--- config.mk ---
export PLATFORM = sky130hd
export DESIGN_NAME = uart_tx_engine
export DESIGN_NICKNAME = d
export VERILOG_FILES = /design/src/rtl/uart_pkg.sv /design/src/rtl/uart_baud_gen.sv /design/src/rtl/uart_tx_engine.sv
export SDC_FILE = /design/constraint.sdc
export NUM_CORES = 1
export LEC_CHECK = 0
export ABC_AREA = 0
export BUFFER_PORTS_ARGS = -buffer_cell sky130_fd_sc_hd__buf_2
export CELL_PAD_IN_SITES_DETAIL_PLACEMENT = 2
export CELL_PAD_IN_SITES_GLOBAL_PLACEMENT = 2
export CORE_MARGIN = 2
export CORE_UTILIZATION = 32
export DETAILED_ROUTE_END_ITERATION = 7
export GPL_ROUTABILITY_DRIVEN = 0
export PLACE_DENSITY = 0.8
export SYNTH_ARGS = -nofsm -noshare
export SYNTH_HDL_FRONTEND = slang
export SYNTH_HIERARCHICAL = 1
export SYNTH_SLANG_ARGS = --single-unit
--- constraint.sdc ---
create_clock -name clk -period 3.71 [get_ports clk]
set_input_delay 0.1855 -clock clk [delete_from_list [all_inputs] [get_ports clk]]
set_output_delay 0.1855 -clock clk [all_outputs]
set_load 0.03 [all_outputs]
--- src/rtl/uart_pkg.sv ---
// Shared types and constants for the UART transmit path.
// The BREAK state exists only when UART_TX_BREAK_EN is defined.
package uart_pkg;

    typedef enum logic [2:0] {
        IDLE,
        FETCH,
        LOAD,
        START,
        DATA,
        PARITY,
        STOP
`ifdef UART_TX_BREAK_EN
        ,
        BREAK
`endif
    } tx_state_t;

    localparam logic [1:0] DBITS_5 = 2'd0;
    localparam logic [1:0] DBITS_6 = 2'd1;
    localparam logic [1:0] DBITS_7 = 2'd2;
    localparam logic [1:0] DBITS_8 = 2'd3;

    localparam logic UART_IDLE_LVL = 1'b1;

    // Index of the final data bit in a frame for a given word-length code.
    function automatic logic [2:0] last_data_idx(input logic [1:0] data_bits);
        logic [2:0] idx;
        idx = 3'd7;
        case (data_bits)
            DBITS_5: idx = 3'd4;
            DBITS_6: idx = 3'd5;
            DBITS_7: idx = 3'd6;
            DBITS_8: idx = 3'd7;
        endcase
        return idx;
    endfunction

endpackage

--- src/rtl/uart_baud_gen.sv ---
// Loadable bit-period down-counter; bit_end is high while the count sits at zero.
// Shared between the TX engine and the future RX engine.
module uart_baud_gen #(
    parameter int DIV_WIDTH = 16
) (
    input  logic                 clk,
    input  logic                 rst_n,
    input  logic                 load,
    input  logic [DIV_WIDTH-1:0] load_val,
    output logic                 bit_end
);

    logic [DIV_WIDTH-1:0] cnt_q, cnt_d;

    always_comb begin
        cnt_d = cnt_q;
        if (load) begin
            cnt_d = load_val;
        end else if (cnt_q != '0) begin
            cnt_d = cnt_q - {{(DIV_WIDTH-1){1'b0}}, 1'b1};
        end
    end

    always_ff @(posedge clk) begin
        if (!rst_n) begin
            cnt_q <= '0;
        end else begin
            cnt_q <= cnt_d;
        end
    end

    assign bit_end = (cnt_q == '0);

endmodule

--- src/rtl/uart_tx_engine.sv ---
// UART transmit engine: pops bytes from the TX FIFO registered read port and frames them onto txd.
// Defining UART_TX_BREAK_EN adds break_req and a line-break state.
module uart_tx_engine
    import uart_pkg::*;
#(
    parameter int DATA_WIDTH = 8,
    parameter int DIV_WIDTH  = 16
) (
    input  logic                  clk,
    input  logic                  rst_n,
    input  logic [DIV_WIDTH-1:0]  baud_div,
    input  logic [1:0]            data_bits,
    input  logic                  parity_en,
    input  logic                  parity_odd,
    input  logic                  stop2,
    input  logic                  cts_n,
    input  logic                  fifo_empty,
    output logic                  fifo_rd_en,
    input  logic [DATA_WIDTH-1:0] fifo_rd_data,
`ifdef UART_TX_BREAK_EN
    input  logic                  break_req,
`endif
    output logic                  txd,
    output logic                  tx_busy,
    output logic                  tx_done
);

    tx_state_t            state_q, state_d;
    logic [7:0]           shift_q, shift_d;
    logic [2:0]           bit_cnt_q, bit_cnt_d;
    logic                 stop_cnt_q, stop_cnt_d;
    logic                 par_q, par_d;
    logic [1:0]           data_bits_q, data_bits_d;
    logic                 par_en_q, par_en_d;
    logic                 par_odd_q, par_odd_d;
    logic                 stop2_q, stop2_d;
    logic [DIV_WIDTH-1:0] div_q, div_d;
    logic                 txd_q, txd_d;
    logic                 busy_q, busy_d;
    logic                 done_q, done_d;
    logic                 rd_en_q, rd_en_d;
    logic                 baud_load;
    logic [DIV_WIDTH-1:0] baud_val;
    logic                 bit_end;
    logic                 frame_go;
`ifdef UART_TX_BREAK_EN
    logic                 hold_q, hold_d;
`endif

    uart_baud_gen #(.DIV_WIDTH(DIV_WIDTH)) u_baud (
        .clk      (clk),
        .rst_n    (rst_n),
        .load     (baud_load),
        .load_val (baud_val),
        .bit_end  (bit_end)
    );

    assign frame_go = !fifo_empty && !cts_n;

    always_comb begin
        state_d     = state_q;
        shift_d     = shift_q;
        bit_cnt_d   = bit_cnt_q;
        stop_cnt_d  = stop_cnt_q;
        par_d       = par_q;
        data_bits_d = data_bits_q;
        par_en_d    = par_en_q;
        par_odd_d   = par_odd_q;
        stop2_d     = stop2_q;
        div_d       = div_q;
        txd_d       = txd_q;
        done_d      = 1'b0;
        baud_load   = 1'b0;
        baud_val    = div_q;
`ifdef UART_TX_BREAK_EN
        hold_d      = hold_q;
`endif

        case (state_q)
            IDLE: begin
                txd_d = UART_IDLE_LVL;
`ifdef UART_TX_BREAK_EN
                if (break_req) begin
                    state_d = BREAK;
                    txd_d   = 1'b0;
                    hold_d  = 1'b0;
                end else if (!(hold_q && !bit_end)) begin
                    hold_d = 1'b0;
                    if (frame_go) state_d = FETCH;
                end
`else
                if (frame_go) state_d = FETCH;
`endif
            end
            FETCH: begin
                state_d = LOAD;
            end
            LOAD: begin
                // rd_data is valid now, one cycle after the pop strobe.
                shift_d     = fifo_rd_data[7:0];
                data_bits_d = data_bits;
                par_en_d    = parity_en;
                par_odd_d   = parity_odd;
                stop2_d     = stop2;
                div_d       = baud_div;
                baud_load   = 1'b1;
                baud_val    = baud_div;
                txd_d       = 1'b0;
                state_d     = START;
            end
            START: begin
                if (bit_end) begin
                    baud_load = 1'b1;
                    txd_d     = shift_q[0];
                    par_d     = shift_q[0];
                    shift_d   = {1'b0, shift_q[7:1]};
                    bit_cnt_d = 3'd0;
                    state_d   = DATA;
                end
            end
            DATA: begin
                if (bit_end) begin
                    baud_load = 1'b1;
                    if (bit_cnt_q == last_data_idx(data_bits_q)) begin
                        stop_cnt_d = 1'b0;
                        if (par_en_q) begin
                            txd_d   = par_q ^ par_odd_q;
                            state_d = PARITY;
                        end else begin
                            txd_d   = UART_IDLE_LVL;
                            state_d = STOP;
                        end
                    end else begin
                        txd_d     = shift_q[0];
                        par_d     = par_q ^ shift_q[0];
                        shift_d   = {1'b0, shift_q[7:1]};
                        bit_cnt_d = bit_cnt_q + 3'd1;
                    end
                end
            end
            PARITY: begin
                if (bit_end) begin
                    baud_load  = 1'b1;
                    txd_d      = UART_IDLE_LVL;
                    stop_cnt_d = 1'b0;
                    state_d    = STOP;
                end
            end
            STOP: begin
                if (bit_end) begin
                    if (stop2_q && !stop_cnt_q) begin
                        stop_cnt_d = 1'b1;
                        baud_load  = 1'b1;
                    end else begin
                        done_d = 1'b1;
`ifdef UART_TX_BREAK_EN
                        if (break_req) begin
                            state_d = BREAK;
                            txd_d   = 1'b0;
                        end else if (frame_go) begin
                            state_d = FETCH;
                        end else begin
                            state_d = IDLE;
                        end
`else
                        state_d = frame_go ? FETCH : IDLE;
`endif
                    end
                end
            end
`ifdef UART_TX_BREAK_EN
            BREAK: begin
                txd_d = 1'b0;
                if (!break_req) begin
                    // Guarantee one idle-high bit period after the break.
                    txd_d     = UART_IDLE_LVL;
                    hold_d    = 1'b1;
                    baud_load = 1'b1;
                    baud_val  = baud_div;
                    state_d   = IDLE;
                end
            end
`endif
            default: begin
                txd_d   = UART_IDLE_LVL;
                state_d = IDLE;
            end
        endcase

        busy_d  = (state_d != IDLE);
        rd_en_d = (state_d == FETCH);
    end

    always_ff @(posedge clk) begin
        if (!rst_n) begin
            state_q     <= IDLE;
            shift_q     <= '0;
            bit_cnt_q   <= '0;
            stop_cnt_q  <= 1'b0;
            par_q       <= 1'b0;
            data_bits_q <= '0;
            par_en_q    <= 1'b0;
            par_odd_q   <= 1'b0;
            stop2_q     <= 1'b0;
            div_q       <= '0;
            txd_q       <= UART_IDLE_LVL;
            busy_q      <= 1'b0;
            done_q      <= 1'b0;
            rd_en_q     <= 1'b0;
`ifdef UART_TX_BREAK_EN
            hold_q      <= 1'b0;
`endif
        end else begin
            state_q     <= state_d;
            shift_q     <= shift_d;
            bit_cnt_q   <= bit_cnt_d;
            stop_cnt_q  <= stop_cnt_d;
            par_q       <= par_d;
            data_bits_q <= data_bits_d;
            par_en_q    <= par_en_d;
            par_odd_q   <= par_odd_d;
            stop2_q     <= stop2_d;
            div_q       <= div_d;
            txd_q       <= txd_d;
            busy_q      <= busy_d;
            done_q      <= done_d;
            rd_en_q     <= rd_en_d;
`ifdef UART_TX_BREAK_EN
            hold_q      <= hold_d;
`endif
        end
    end

    assign txd        = txd_q;
    assign tx_busy    = busy_q;
    assign tx_done    = done_q;
    assign fifo_rd_en = rd_en_q;

endmodule

==> results.py <==
metrics = {
    "grt": {
        "antenna_found_initial": 0,
        "grt_pass1_wl_um": 15500,
        "grt_usage_pct": 19.5,
        "grt_pass1_vias": 3092,
        "grt_max_degree": 40,
        "overflow": 0,
    },
    "drt": {
        "drt-vias-per-instance": 5.63,
        "drc": 0,
        "drt_iter0_drc": 41,
        "wirelength_um": 9080,
        "ant_nets": 0,
        "firstDrtPassIters": 4,
        "post_drt_wl_per_cell_um": 18.8,
        "vias": 2727,
    },
    "logic_synthesis": {
        "synthArstFlopShare_pct": 0,
        "syn_area_per_cell_um2": 8.94,
        "yosys-top-cells-count": "dfxtp_1 (57), nand2_1 (31), o21ai_0 (25), a21oi_1 (19), and2_1 (17)",
        "ys.flop_type": "dfxtp_1",
        "synth-edff-count": 0,
        "synth_area_leaders": "dfxtp_1 (38%), mux2_4 (7.0%), o21ai_0 (4.1%)",
        "yosys_warnings": 6,
        "syn_inst": 338,
        "ys_seq_elements": 57,
        "netlist.top_cell.by_area": "dfxtp_1",
        "netlist_area_um2": 3020,
        "yosysMostFrequentCell": "dfxtp_1",
        "seq_area_frac_synth_pct": 37.8,
        "synthDistinctLibCells": 64,
        "synth_top_area_share_pct": 37.8,
        "syn_nets": 373,
    },
    "sta": {
        "worst_pin_slew_ns": 0.815,
        "fin_crit_sh_pct": 90.7,
        "post-route-min-period_ns": 3.37,
        "setup_tns_ns": 0,
        "setup_viol": 0,
        "finalHoldViolCount": 0,
        "maxSlewViolCount": 0,
        "maxSlewHeadroom_pct": 45.2,
        "fin_skew_ns": 0.00791,
        "hold-worst-slack_ns": 0.0711,
        "rsz0062_at_grt": "no",
        "fmax_mhz": 297,
    },
    "worst_setup_path": {
        "worstPathMaxFanout": 15,
        "rr_startpoint": "u_baud/cnt_q[0]",
        "crit_path_end_kind": "flip-flop",
        "cp-start-kind": "flip-flop",
        "r2r-end": "u_baud/cnt_q[0]",
        "cp_data_arrival_time_ns": 3.58,
        "worstPathRequired_ns": 3.92,
        "reg2reg_depth": 11,
        "r2r_slack_ns": 0.34,
        "critPathKind": "flip-flop to flip-flop",
    },
    "floorplanning": {
        "die_h_um": 101,
        "pin_count": 37,
        "initial_utilization_pct": 32.8,
        "die_area_um2": 10200,
        "core_area_um2": 9200,
        "std_cell_rows": 35,
        "die_w_um": 101,
    },
    "clock_network": {
        "post-cts-setup-buffers": 0,
        "clk_pin_slew_worst_paths_ns": 0.07,
        "ctsHtreeMaxLevel": 3,
        "hold_buffers": 0,
        "insertion_delay_ns": 0.35,
        "cts_root_buf": "clkbuf_8",
        "ctsResizeCount": 0,
        "cts_buffer_depth": 2,
        "cts_buffers": 9,
        "cts_tree": "yes",
        "clock_sinks": 57,
    },
    "finish": {
        "syn_to_final_growth_pct": 15.9,
        "nets": 403,
        "antenna_cells": 0,
        "drive_gt1_share_pct": 22.3,
        "post-route-util_pct": 38.1,
        "fillers": 1045,
        "layout.cells.non_filler": 484,
    },
    "power": {
        "power.density_nw_per_um2": 679,
        "ir_worst_vdd_mv": 0.195,
        "leakage_nw": 1.41,
    },
    "min_path": {
        "whs_endpoint": "data_bits_q[0]",
        "worstHoldStart": "data_bits[0]",
        "min_path_type": "input port to flip-flop",
        "whs_path_depth": 3,
    },
    "placement": {
        "dp.cells": 468,
        "post-dp-hpwl_um": 6260,
        "portBuffers": 36,
    },
    "run": {
        "max_cap_viol_count": 0,
    },
    "run_status": {
        "outcome": "completed",
    },
}
-- power breakdown --
group	total [mW]	switching [mW]	internal (mW)	leakage [nW]
clock network	0.736	0.273	0.464	0.120
logic	0.829	0.478	0.351	0.823
registers	0.811	0.0925	0.719	0.465
-- cell families after synthesis --
group	after synthesis	synth area share, %
simple gates	128	24.4
xor+xnor	12	3.48
compound gates	89	19.8
fa+ha+maj	2	0.828
buf+inv	32	5.34
mux	18	8.37
flops	57	37.8
-- cell usage in the layout, fill, tap and decap left out, drive strengths merged, types with 3 or more instances in the layout --
cell type  count
or4            3
inv            8
o211ai         3
nand3b         5
xnor2         10
nand2b         4
and4           3
a311oi         9
nand2         32
nor3          16
nor3b          3
o31ai          4
or3            3
a21oi         19
a31oi          3
or3b           3
buf           42
nor2          10
bufinv         3
mux2          16
o311ai         3
and2          18
clkbuf        11
nor4           5
dfxtp         57
a21boi         3
o221ai         4
nand3         16
o21ai         27
-- stage by stage --
| step | power (mW) | worst slack, ns | cell area (um2) |
|---|---|---|---|
| after floorplan | 1.45 | 0.110 | 3020 |
| final | 2.38 | 0.345 | 3500 |
| after detailed placement | 1.64 | 0.352 | 3260 |
| after CTS | 2.39 | 0.347 | 3500 |
| after global routing | 2.53 | 0.0782 | 3500 |
| after global placement | 1.59 | 0.633 | 3260 |
-- cell type report --
cell class / count / area [um2] / share of cell area, %
inverters: 9 / 33.8 / 0.965
well taps: 111 / 139 / 3.97
clock inverters: 5 / 103 / 2.93
multi-input cells: 249 / 1720 / 49.1
flip-flops and latches: 57 / 1140 / 32.6
repair buffers: 42 / 225 / 6.43
clock buffers: 11 / 141 / 4.04
-- critical path, stage by stage (launching register included) --
cell and delay [ns]:
dfxtp_1 0.34, inv_1 0.09, ha_1 0.21, or3b_1 0.44, or4_4 0.67, nor2_1 0.30
a21oi_1 0.11, o21ai_0 0.21, buf_4 0.23, clkinv_1 0.27, o2111ai_1 0.20, o311ai_1 0.14
-- state kept, by name, summed over array words and instances (netlist names), 2 cells and up --
register / flops
shift_q: 8
div_q: 16
state_q: 3
bit_cnt_q: 3
u_baud/cnt_q: 16
data_bits_q: 2
-- routing by layer --
layer / track usage [%] / share of wire (%) / vias up
met1: 21.8 / 43 / 1362
met3: 3.11 / 2.4 / 20
li1: - / - / 1304
met2: 35.9 / 52 / 41
met5: 0 / 0 / -
met4: 9.04 / 2.8 / 0
-- worst max-delay path by stage --
stage / from / to / slack, ns / depth (start not counted)
floorplan: u_baud/cnt_q[0] / u_baud/cnt_q[13] / 0.11 / 14
global placement: u_baud/cnt_q[0] / u_baud/cnt_q[13] / 0.63 / 11
detailed placement: u_baud/cnt_q[0] / u_baud/cnt_q[15] / 0.35 / 11
CTS: u_baud/cnt_q[0] / u_baud/cnt_q[0] / 0.35 / 11
global route: u_baud/cnt_q[0] / u_baud/cnt_q[13] / 0.08 / 11
finish: u_baud/cnt_q[0] / u_baud/cnt_q[0] / 0.34 / 11
(Power assumes the default switching activity.)
